`src/rtl/mips_cpu_sequencer_if.sv`:
```
// mips_cpu_sequencer_if
//   Bus bundle between the multicycle sequencer and the rest of the core.
//   slave  : the sequencer (consumes decode/memory/PC status, drives state + status)
//   master : the surrounding core / testbench
// Signals:
//   clk_enable      core-wide enable; 0 freezes the sequencer
//   opcode, fncode  instruction-register fields [31:26] and [5:0]
//   mem_waitrequest memory not ready, current access must be held
//   pc_is_zero      PC-next equals 0x00000000
//   state           registered sequencer state (0..6)
//   active, stall   status flags
//   fault           sticky illegal-instruction flag
//   instr_count     retired instructions
//   cycle_count     enabled cycles spent active
interface mips_cpu_sequencer_if;
  logic        clk_enable;
  logic [5:0]  opcode;
  logic [5:0]  fncode;
  logic        mem_waitrequest;
  logic        pc_is_zero;
  logic [2:0]  state;
  logic        active;
  logic        stall;
  logic        fault;
  logic [31:0] instr_count;
  logic [31:0] cycle_count;

  modport slave (
    input  clk_enable, opcode, fncode, mem_waitrequest, pc_is_zero,
    output state, active, stall, fault, instr_count, cycle_count
  );

  modport master (
    output clk_enable, opcode, fncode, mem_waitrequest, pc_is_zero,
    input  state, active, stall, fault, instr_count, cycle_count
  );
endinterface

```
`src/rtl/mips_cpu_sequencer.sv`:
```
// mips_cpu_sequencer
//   Multicycle state sequencer: IDLE -> FETCH -> DECODE -> EXEC1 -> [EXEC2],
//   repeating per instruction. Memory states stretch on mem_waitrequest,
//   unsupported instructions trap to FAULT, and the core halts when the
//   PC-next is zero at the end of an instruction.
// Ports:
//   clk    core clock, rising edge
//   rst_n  asynchronous active-low reset
//   bus    mips_cpu_sequencer_if.slave (see interface for signal list)
// Parameter:
//   HALT_ADDR_ZERO  1 = halt when pc_is_zero at end of instruction, 0 = ignore
// Build option:
//   MIPS_SEQ_PERF_COUNT_EN  defined   -> instr_count / cycle_count implemented
//                           undefined -> both counters read 32'h0
module mips_cpu_sequencer #(
  parameter int HALT_ADDR_ZERO = 1
) (
  input  logic                  clk,
  input  logic                  rst_n,
  mips_cpu_sequencer_if.slave   bus
);

  localparam logic [2:0] S_IDLE   = 3'd0;
  localparam logic [2:0] S_FETCH  = 3'd1;
  localparam logic [2:0] S_DECODE = 3'd2;
  localparam logic [2:0] S_EXEC1  = 3'd3;
  localparam logic [2:0] S_EXEC2  = 3'd4;
  localparam logic [2:0] S_HALTED = 3'd5;
  localparam logic [2:0] S_FAULT  = 3'd6;

  localparam logic [5:0] OP_RTYPE = 6'h00;
  localparam logic [5:0] OP_BEQ   = 6'h04;
  localparam logic [5:0] OP_LW    = 6'h23;
  localparam logic [5:0] OP_SW    = 6'h2b;
  localparam logic [5:0] FN_JR    = 6'h08;
  localparam logic [5:0] FN_JALR  = 6'h09;

  logic [2:0] r_state;
  logic [2:0] w_next;
  logic       r_fault;
  logic       w_long;
  logic       w_short;
  logic       w_stall;
  logic       w_active;
  logic [2:0] w_end_state;

  // Instruction class decode
  always_comb begin
    w_long  = ((bus.opcode == OP_RTYPE) && (bus.fncode >= 6'h20) && (bus.fncode <= 6'h26))
           || (bus.opcode == OP_LW) || (bus.opcode == OP_SW);
    w_short = (bus.opcode == OP_BEQ)
           || ((bus.opcode == OP_RTYPE) && ((bus.fncode == FN_JR) || (bus.fncode == FN_JALR)));
  end

  // Only a memory state can be held; waitrequest elsewhere is ignored
  always_comb begin
    w_stall = 1'b0;
    case (r_state)
      S_FETCH: w_stall = bus.mem_waitrequest;
      S_EXEC1: w_stall = bus.mem_waitrequest && (bus.opcode == OP_LW);
      S_EXEC2: w_stall = bus.mem_waitrequest && (bus.opcode == OP_SW);
      default: w_stall = 1'b0;
    endcase
  end

  assign w_active    = (r_state >= S_FETCH) && (r_state <= S_EXEC2);
  assign w_end_state = ((HALT_ADDR_ZERO != 0) && bus.pc_is_zero) ? S_HALTED : S_FETCH;

  always_comb begin
    w_next = r_state;
    case (r_state)
      S_IDLE:   w_next = S_FETCH;
      S_FETCH:  if (!w_stall) w_next = S_DECODE;
      S_DECODE: w_next = (w_long || w_short) ? S_EXEC1 : S_FAULT;
      S_EXEC1: begin
        if (w_short)       w_next = w_end_state;
        else if (!w_stall) w_next = S_EXEC2;
      end
      S_EXEC2:  if (!w_stall) w_next = w_end_state;
      S_HALTED: w_next = S_HALTED;
      S_FAULT:  w_next = S_FAULT;
      default:  w_next = S_FAULT;  // unreachable encoding: trap
    endcase
  end

  always_ff @(posedge clk or negedge rst_n) begin
    if (!rst_n) begin
      r_state <= S_IDLE;
      r_fault <= 1'b0;
    end else if (bus.clk_enable) begin
      r_state <= w_next;
      if (w_next == S_FAULT) r_fault <= 1'b1;
    end
  end

`ifdef MIPS_SEQ_PERF_COUNT_EN
  logic [31:0] r_instr_count;
  logic [31:0] r_cycle_count;
  logic        w_eoi;

  // End of instruction: SHORT leaving EXEC1, or EXEC2 not held
  assign w_eoi = ((r_state == S_EXEC1) && w_short)
              || ((r_state == S_EXEC2) && !w_stall);

  always_ff @(posedge clk or negedge rst_n) begin
    if (!rst_n) begin
      r_instr_count <= 32'h0;
      r_cycle_count <= 32'h0;
    end else if (bus.clk_enable) begin
      if (w_active) r_cycle_count <= r_cycle_count + 32'd1;
      if (w_eoi)    r_instr_count <= r_instr_count + 32'd1;
    end
  end

  assign bus.instr_count = r_instr_count;
  assign bus.cycle_count = r_cycle_count;
`else
  assign bus.instr_count = 32'h0;
  assign bus.cycle_count = 32'h0;
`endif

  assign bus.state  = r_state;
  assign bus.active = w_active;
  assign bus.stall  = w_stall;
  assign bus.fault  = r_fault;

endmodule

```
`src/flat_wrapper.sv`:
```
// flat-port wrapper written by rule: the top's interface ports become plain ports
module mips_cpu_sequencer_flat 
#(
  parameter int HALT_ADDR_ZERO = 1
)
  (clk, rst_n, bus_clk_enable, bus_opcode, bus_fncode, bus_mem_waitrequest, bus_pc_is_zero, bus_state, bus_active, bus_stall, bus_fault, bus_instr_count, bus_cycle_count);
  mips_cpu_sequencer_if bus_i ();
  input  logic clk;
  input  logic rst_n;
  input wire logic [$bits(bus_i.clk_enable)-1:0] bus_clk_enable;
  input wire logic [$bits(bus_i.opcode)-1:0] bus_opcode;
  input wire logic [$bits(bus_i.fncode)-1:0] bus_fncode;
  input wire logic [$bits(bus_i.mem_waitrequest)-1:0] bus_mem_waitrequest;
  input wire logic [$bits(bus_i.pc_is_zero)-1:0] bus_pc_is_zero;
  output wire logic [$bits(bus_i.state)-1:0] bus_state;
  output wire logic [$bits(bus_i.active)-1:0] bus_active;
  output wire logic [$bits(bus_i.stall)-1:0] bus_stall;
  output wire logic [$bits(bus_i.fault)-1:0] bus_fault;
  output wire logic [$bits(bus_i.instr_count)-1:0] bus_instr_count;
  output wire logic [$bits(bus_i.cycle_count)-1:0] bus_cycle_count;
  assign bus_i.clk_enable = bus_clk_enable;
  assign bus_i.opcode = bus_opcode;
  assign bus_i.fncode = bus_fncode;
  assign bus_i.mem_waitrequest = bus_mem_waitrequest;
  assign bus_i.pc_is_zero = bus_pc_is_zero;
  assign bus_state = bus_i.state;
  assign bus_active = bus_i.active;
  assign bus_stall = bus_i.stall;
  assign bus_fault = bus_i.fault;
  assign bus_instr_count = bus_i.instr_count;
  assign bus_cycle_count = bus_i.cycle_count;
  mips_cpu_sequencer #(.HALT_ADDR_ZERO(HALT_ADDR_ZERO)) u_core (.clk(clk), .rst_n(rst_n), .bus(bus_i));
endmodule
```
`config.mk`:
```
export PLATFORM = sky130hd
export DESIGN_NAME = mips_cpu_sequencer_flat
export DESIGN_NICKNAME = d
export VERILOG_FILES = /design/src/rtl/mips_cpu_sequencer_if.sv /design/src/rtl/mips_cpu_sequencer.sv /design/src/flat_wrapper.sv
export SDC_FILE = /design/constraint.sdc
export NUM_CORES = 1
export LEC_CHECK = 0
export CAP_MARGIN = 15
export CORE_ASPECT_RATIO = 1.75
export CORE_MARGIN = 1
export CORE_UTILIZATION = 30
export DETAILED_ROUTE_END_ITERATION = 6
export PLACE_DENSITY = 0.81
export SKIP_LAST_GASP = 1
export SLEW_MARGIN = 20
export SYNTH_ARGS = -nofsm -noshare
export SYNTH_HDL_FRONTEND = slang
export SYNTH_SLANG_ARGS = --single-unit
export TNS_END_PERCENT = 1
```
`constraint.sdc`:
```
create_clock -name clk -period 1.7 [get_ports clk]
set_input_delay 0.425 -clock clk [delete_from_list [all_inputs] [get_ports clk]]
set_output_delay 0.425 -clock clk [all_outputs]
set_load 0.1 [all_outputs]
```
# Yosys cells after proc, flatten, opt, wreduce, memory -nomap -nowiden
# Index checks and enable logic that the tools add are counted.
# word_totals
reg_bits	4
wordCells	39
# op_classes
magnitude_cmp	4
eq_ne	11
n_mux	8
n_reduce_logical	14
# op_table
op	count
$mux W3	6
$pmux W3 S6	1
$eq A6 B4 Y1 const B	2
$eq A6 B6 Y1 const B	2
$eq A3 B3 Y1 const B	3
$eq A3 B2 Y1 const B	2
$eq A6 B3 Y1 const B	1
$ge A6 B6 Y1 const B	1
$le A6 B6 Y1 const B	1
$logic_and A1 B1 Y1	6
$logic_not A6 Y1	1
$logic_or A1 B1 Y1	5
$eq A3 B1 Y1 const B	1
$ge A3 B1 Y1 const B	1
$le A3 B3 Y1 const B	1
$logic_not A3 Y1	1
$pmux W1 S3	1
$reduce_and A2 Y1	1

# Logic depth before layout (Yosys ltp)
# depth
ltp_word	10
ltp_mapped	7
ltp_nobuf	6

# Least setup slack after synthesis
# No wires, ideal clock.
# synth_path
path_kind	reg2out
start	register u_core.r_state[1] (netlist: u_core.bus.state[1])
end	output port bus_active
arrival_time_ns	2.794
t_required_ns	1.275
path_slack_ns	-1.519
path_stages_with_launch	4
n_path_buf	1
path_cell_list	dfrtp_1 buf_4 or2_2 xor2_1
# synth_via
elab_chain_cells	2
# synth_lines
element	line_no	rtl
start: declaration	mips_cpu_sequencer.sv:38	logic [2:0] r_state;
start signal: assignment	mips_cpu_sequencer.sv:91	r_state <= w_next;
$ge A3 B1 Y1 / $le A3 B3 Y1 (equally long branches)	mips_cpu_sequencer.sv:66	assign w_active = (r_state >= S_FETCH) && (r_state <= S_EXEC2);
$logic_and A1 B1 Y1 *	mips_cpu_sequencer.sv:66	
end: declaration	flat_wrapper.sv:16	output wire logic [$bits(bus_i.active)-1:0] bus_active;
# Every way passes the cells marked *; elsewhere a longest branch is shown, timed or not.

# Worst setup path in the final report
# layout_path
start	input port bus_opcode[4]
end	output port bus_stall
# layout_via
elab_chain_cells	3
# layout_lines
element	line_no	rtl
start: declaration	flat_wrapper.sv:11	input wire logic [$bits(bus_i.opcode)-1:0] bus_opcode;
$eq A6 B6 Y1 (on tied branches)	mips_cpu_sequencer.sv:61, mips_cpu_sequencer.sv:60	
$logic_and A1 B1 Y1 (on tied branches)	mips_cpu_sequencer.sv:61, mips_cpu_sequencer.sv:60	
$pmux W1 S3 *	mips_cpu_sequencer.sv:58	case (r_state)
end: declaration	flat_wrapper.sv:17	output wire logic [$bits(bus_i.stall)-1:0] bus_stall;
# Marks and branches as above.

==> results.toml <==
[clock_tree]
h-tree-depth = 1
cts_buffer_depth = 2
path_clk_slew_ns = 0.03
cts_buffers = 3
cts_tree = "yes"
clock_sinks = 4
cts_hold_buf = 0
insertion_delay_ns = 0.22
root_buffer = "clkbuf_8"

[critical_path]
required_ns = 1.27
startpoint_type = "input port"
r2r_slack_ns = -0.06
regToRegStartpoint = "u_core.bus.state[0]$_DFFE_PN0P_"
worstPathMaxFanout = 3
crit_type = "in2out"
end_kind = "output port"
setup.worst_path.start = "bus_opcode[4]"
crit_arrival_ns = 1.62

[floorplanning]
initial_core_util_pct = 32.50
core_area_mm2 = 0.002753
boundaryPins = 87
placementRows = 25
die_x_um = 43.28
die-area_mm2 = 0.003213
fp.dieH_um = 74.24

[logic_synthesis]
synth_area_leaders = "buf_4, dfrtp_1, nor2_1, o21ai_0, o211a_1"
synth_edf_count = 0
synth_cell_types = 31
avgSynthCellArea_um2 = 7.581
synth_top_area_share_pct = 55.38
yosys.area.top_type = "buf_4"
synth_cells = 118
synthArstFlopShare_pct = 100.0
syn-cell-area_um2 = 894.6
ys.flop_type = "dfrtp_1"
yosys_register_bits = 4
ys_seq_area_share_pct = 11.19
yosysWarnings = 0

[grt]
grt_usage_pct = 10.19
grt-ovfl-total = 0
grt_max_degree = 10
grt_antenna_before_repair = 0
grt_pass1_vias = 624
grt_pass1_wl_um = 2490

[cells_and_area]
antenna_cells = 0
multiInputGateArea_um2 = 575.6
postLayoutCellArea_mm2 = 0.001155
seq_area_um2 = 106.4
nFillCells = 298
layout-drive-gt1-share_pct = 23.08
syn_to_final_growth_pct = 29.09
final_nets = 174

[route]
dr_wl_met2_um = 974
drt-initial-drc-count = 10
viasPerCell = 4.082
wl_per_cell_um = 9.262
ant_nets = 0
met1_length_um = 489
post-route-drc-count = 0
wl_um = 1695
dr.pass1.iters = 2
top_layer_used = "met4"
wl_met3_um = 214
via_count = 747

[flow_run]
drv_cap = 0

[power_and_ir_drop]
power_density_mw_per_mm2 = 2099
swShare_pct = 64.27
pwr-share-seq_pct = 7.8
p_comb_share_pct = 83.7
vdd_drop_max_uv = 856.3
power_leakage_nw = 0.5818
clkPwrFrac_pct = 8.5
power_w = 0.002424
p_sw_w = 0.001558
p_int_w = 0.0008662

[timing]
fin_ws_ns = -0.3455
max_freq_mhz = 488.9
skew_ns = 0.004594
rsz0062_at_grt = "yes"
hold_viol = 0
finalSetupViolations = 6
slew_viol_final = 0
finalCriticalPeriod_ns = 2.046
fin_crit_sh_pct = 120.3

[status]
status = "finished with violations"
violations = "negative setup slack"

[placement]
numPortBuffers = 22
dpl.hpwl_um = 1389
gp_congestion = 0.8302
post_dp_cell_area_mm2 = 0.001080

[min_path]
hp-class = "in2async"
[sequential cells by signal, indices dropped and copies added, names as in the netlist]
register,cells
u_core.bus.fault,1
u_core.bus.state,3
[cell usage in the layout (no fill, tap or decap), types with 2 or more instances in the layout]
cell / instances
nand2_1: 2
nor2b_1: 2
dlygate4sd2_1: 5
conb_1: 64
dfrtp_2: 2
o21ai_0: 5
nor2_1: 7
inv_1: 2
a21oi_1: 2
clkbuf_8: 3
buf_12: 6
buf_4: 15
o21ai_1: 2
clkdlybuf4s50_1: 10
o211a_1: 2
[through the flow]
step	setup slack, ns	setup TNS, ns	std cells	utilization, %	hold WS, ns
6_report	-0.3455	-1.221	183	41.95	0.4071
5_1_grt	-0.3765	-1.854	183	41.95	0.4188
4_1_cts	-0.3137	-1.217	183	41.95	0.4079
3_5_place_dp	-0.5572	-2.551	177	39.23	0.5485
3_3_place_gp	-0.5456	-2.398	177	39.23	0.5432
2_1_floorplan	-0.6335	-2.728	181	-	0.1294
[logic make-up (layout without fill, tap and decap cells)]
| group | Yosys count | in the layout | synth area share, % |
|---|---|---|---|
| buffers and inverters | 68 | 43 | 56.22 |
| AND/OR/NAND/NOR | 25 | 25 | 17.07 |
| other | 1 | 64 | 0.4192 |
| flip-flops | 4 | 4 | 11.19 |
| AO/OA/AOI/OAI | 19 | 19 | 14.13 |
| XOR/XNOR | 1 | 1 | 0.9792 |
[area by class of cell]
cell class	count	share of cell area (%)
clock buffers	4	3.900
inverters	2	0.6501
multi-input cells	109	49.84
flip-flops and latches	4	9.209
well taps	27	2.925
repair buffers	37	33.48
[per-layer routing]
layer | vias to the layer above | GRT usage, %
met5 | - | 0
met4 | 0 | 6.061
met3 | 2 | 1.942
met2 | 67 | 21.23
met1 | 338 | 8.088
li1 | 340 | -
[timing repair]
item / in CTS / in global routing
hold endpoints to repair: 0 / 0
pin swaps: 3 / 0
endpoints found under the setup margin: 6 / 6
gates resized for setup: 10 / 0
buffers inserted: 2 / 0
[power groups by stage]
stage	sequential [W]	combinational, W	clock, W
after detailed placement	0.000189	0.00201	0
after floorplan	0.000485	0.00129	0
after CTS	0.000189	0.00203	0.000211
after global placement	0.000188	0.00201	0
after global routing	0.000196	0.00210	0.000220
final	0.000190	0.00203	0.000206
[synthesized netlist by cell type, types with 2 or more instances]
master and instances:
buf_4 66, nor4_1 2, dfrtp_1 4, o211a_1 2, o31a_1 2, o21ai_1 2
nor2_1 7, nand2_1 2, inv_1 2, o21ai_0 5, nor2b_1 2, a21oi_1 3
[worst paths after layout]
check                                                  end  cells past startpoint
setup reg to reg           u_core.bus.state[0]$_DFFE_PN0P_                      8
setup / recovery                                 bus_stall                      6
hold reg to reg               u_core.bus.fault$_DFFE_PN0P_                      1
max in group asynchronous  u_core.bus.state[2]$_DFFE_PN0P_                      1
hold / removal             u_core.bus.state[1]$_DFFE_PN0P_                      1
min in group clk              u_core.bus.fault$_DFFE_PN0P_                      1
[worst max-delay path, cell delays in order]
cell	delay, ns
clkdlybuf4s15_1	0.17
nand4b_1	0.26
buf_4	0.20
nor4_2	0.17
o31a_2	0.21
buf_12	0.18
(Power assumes the default switching activity.)
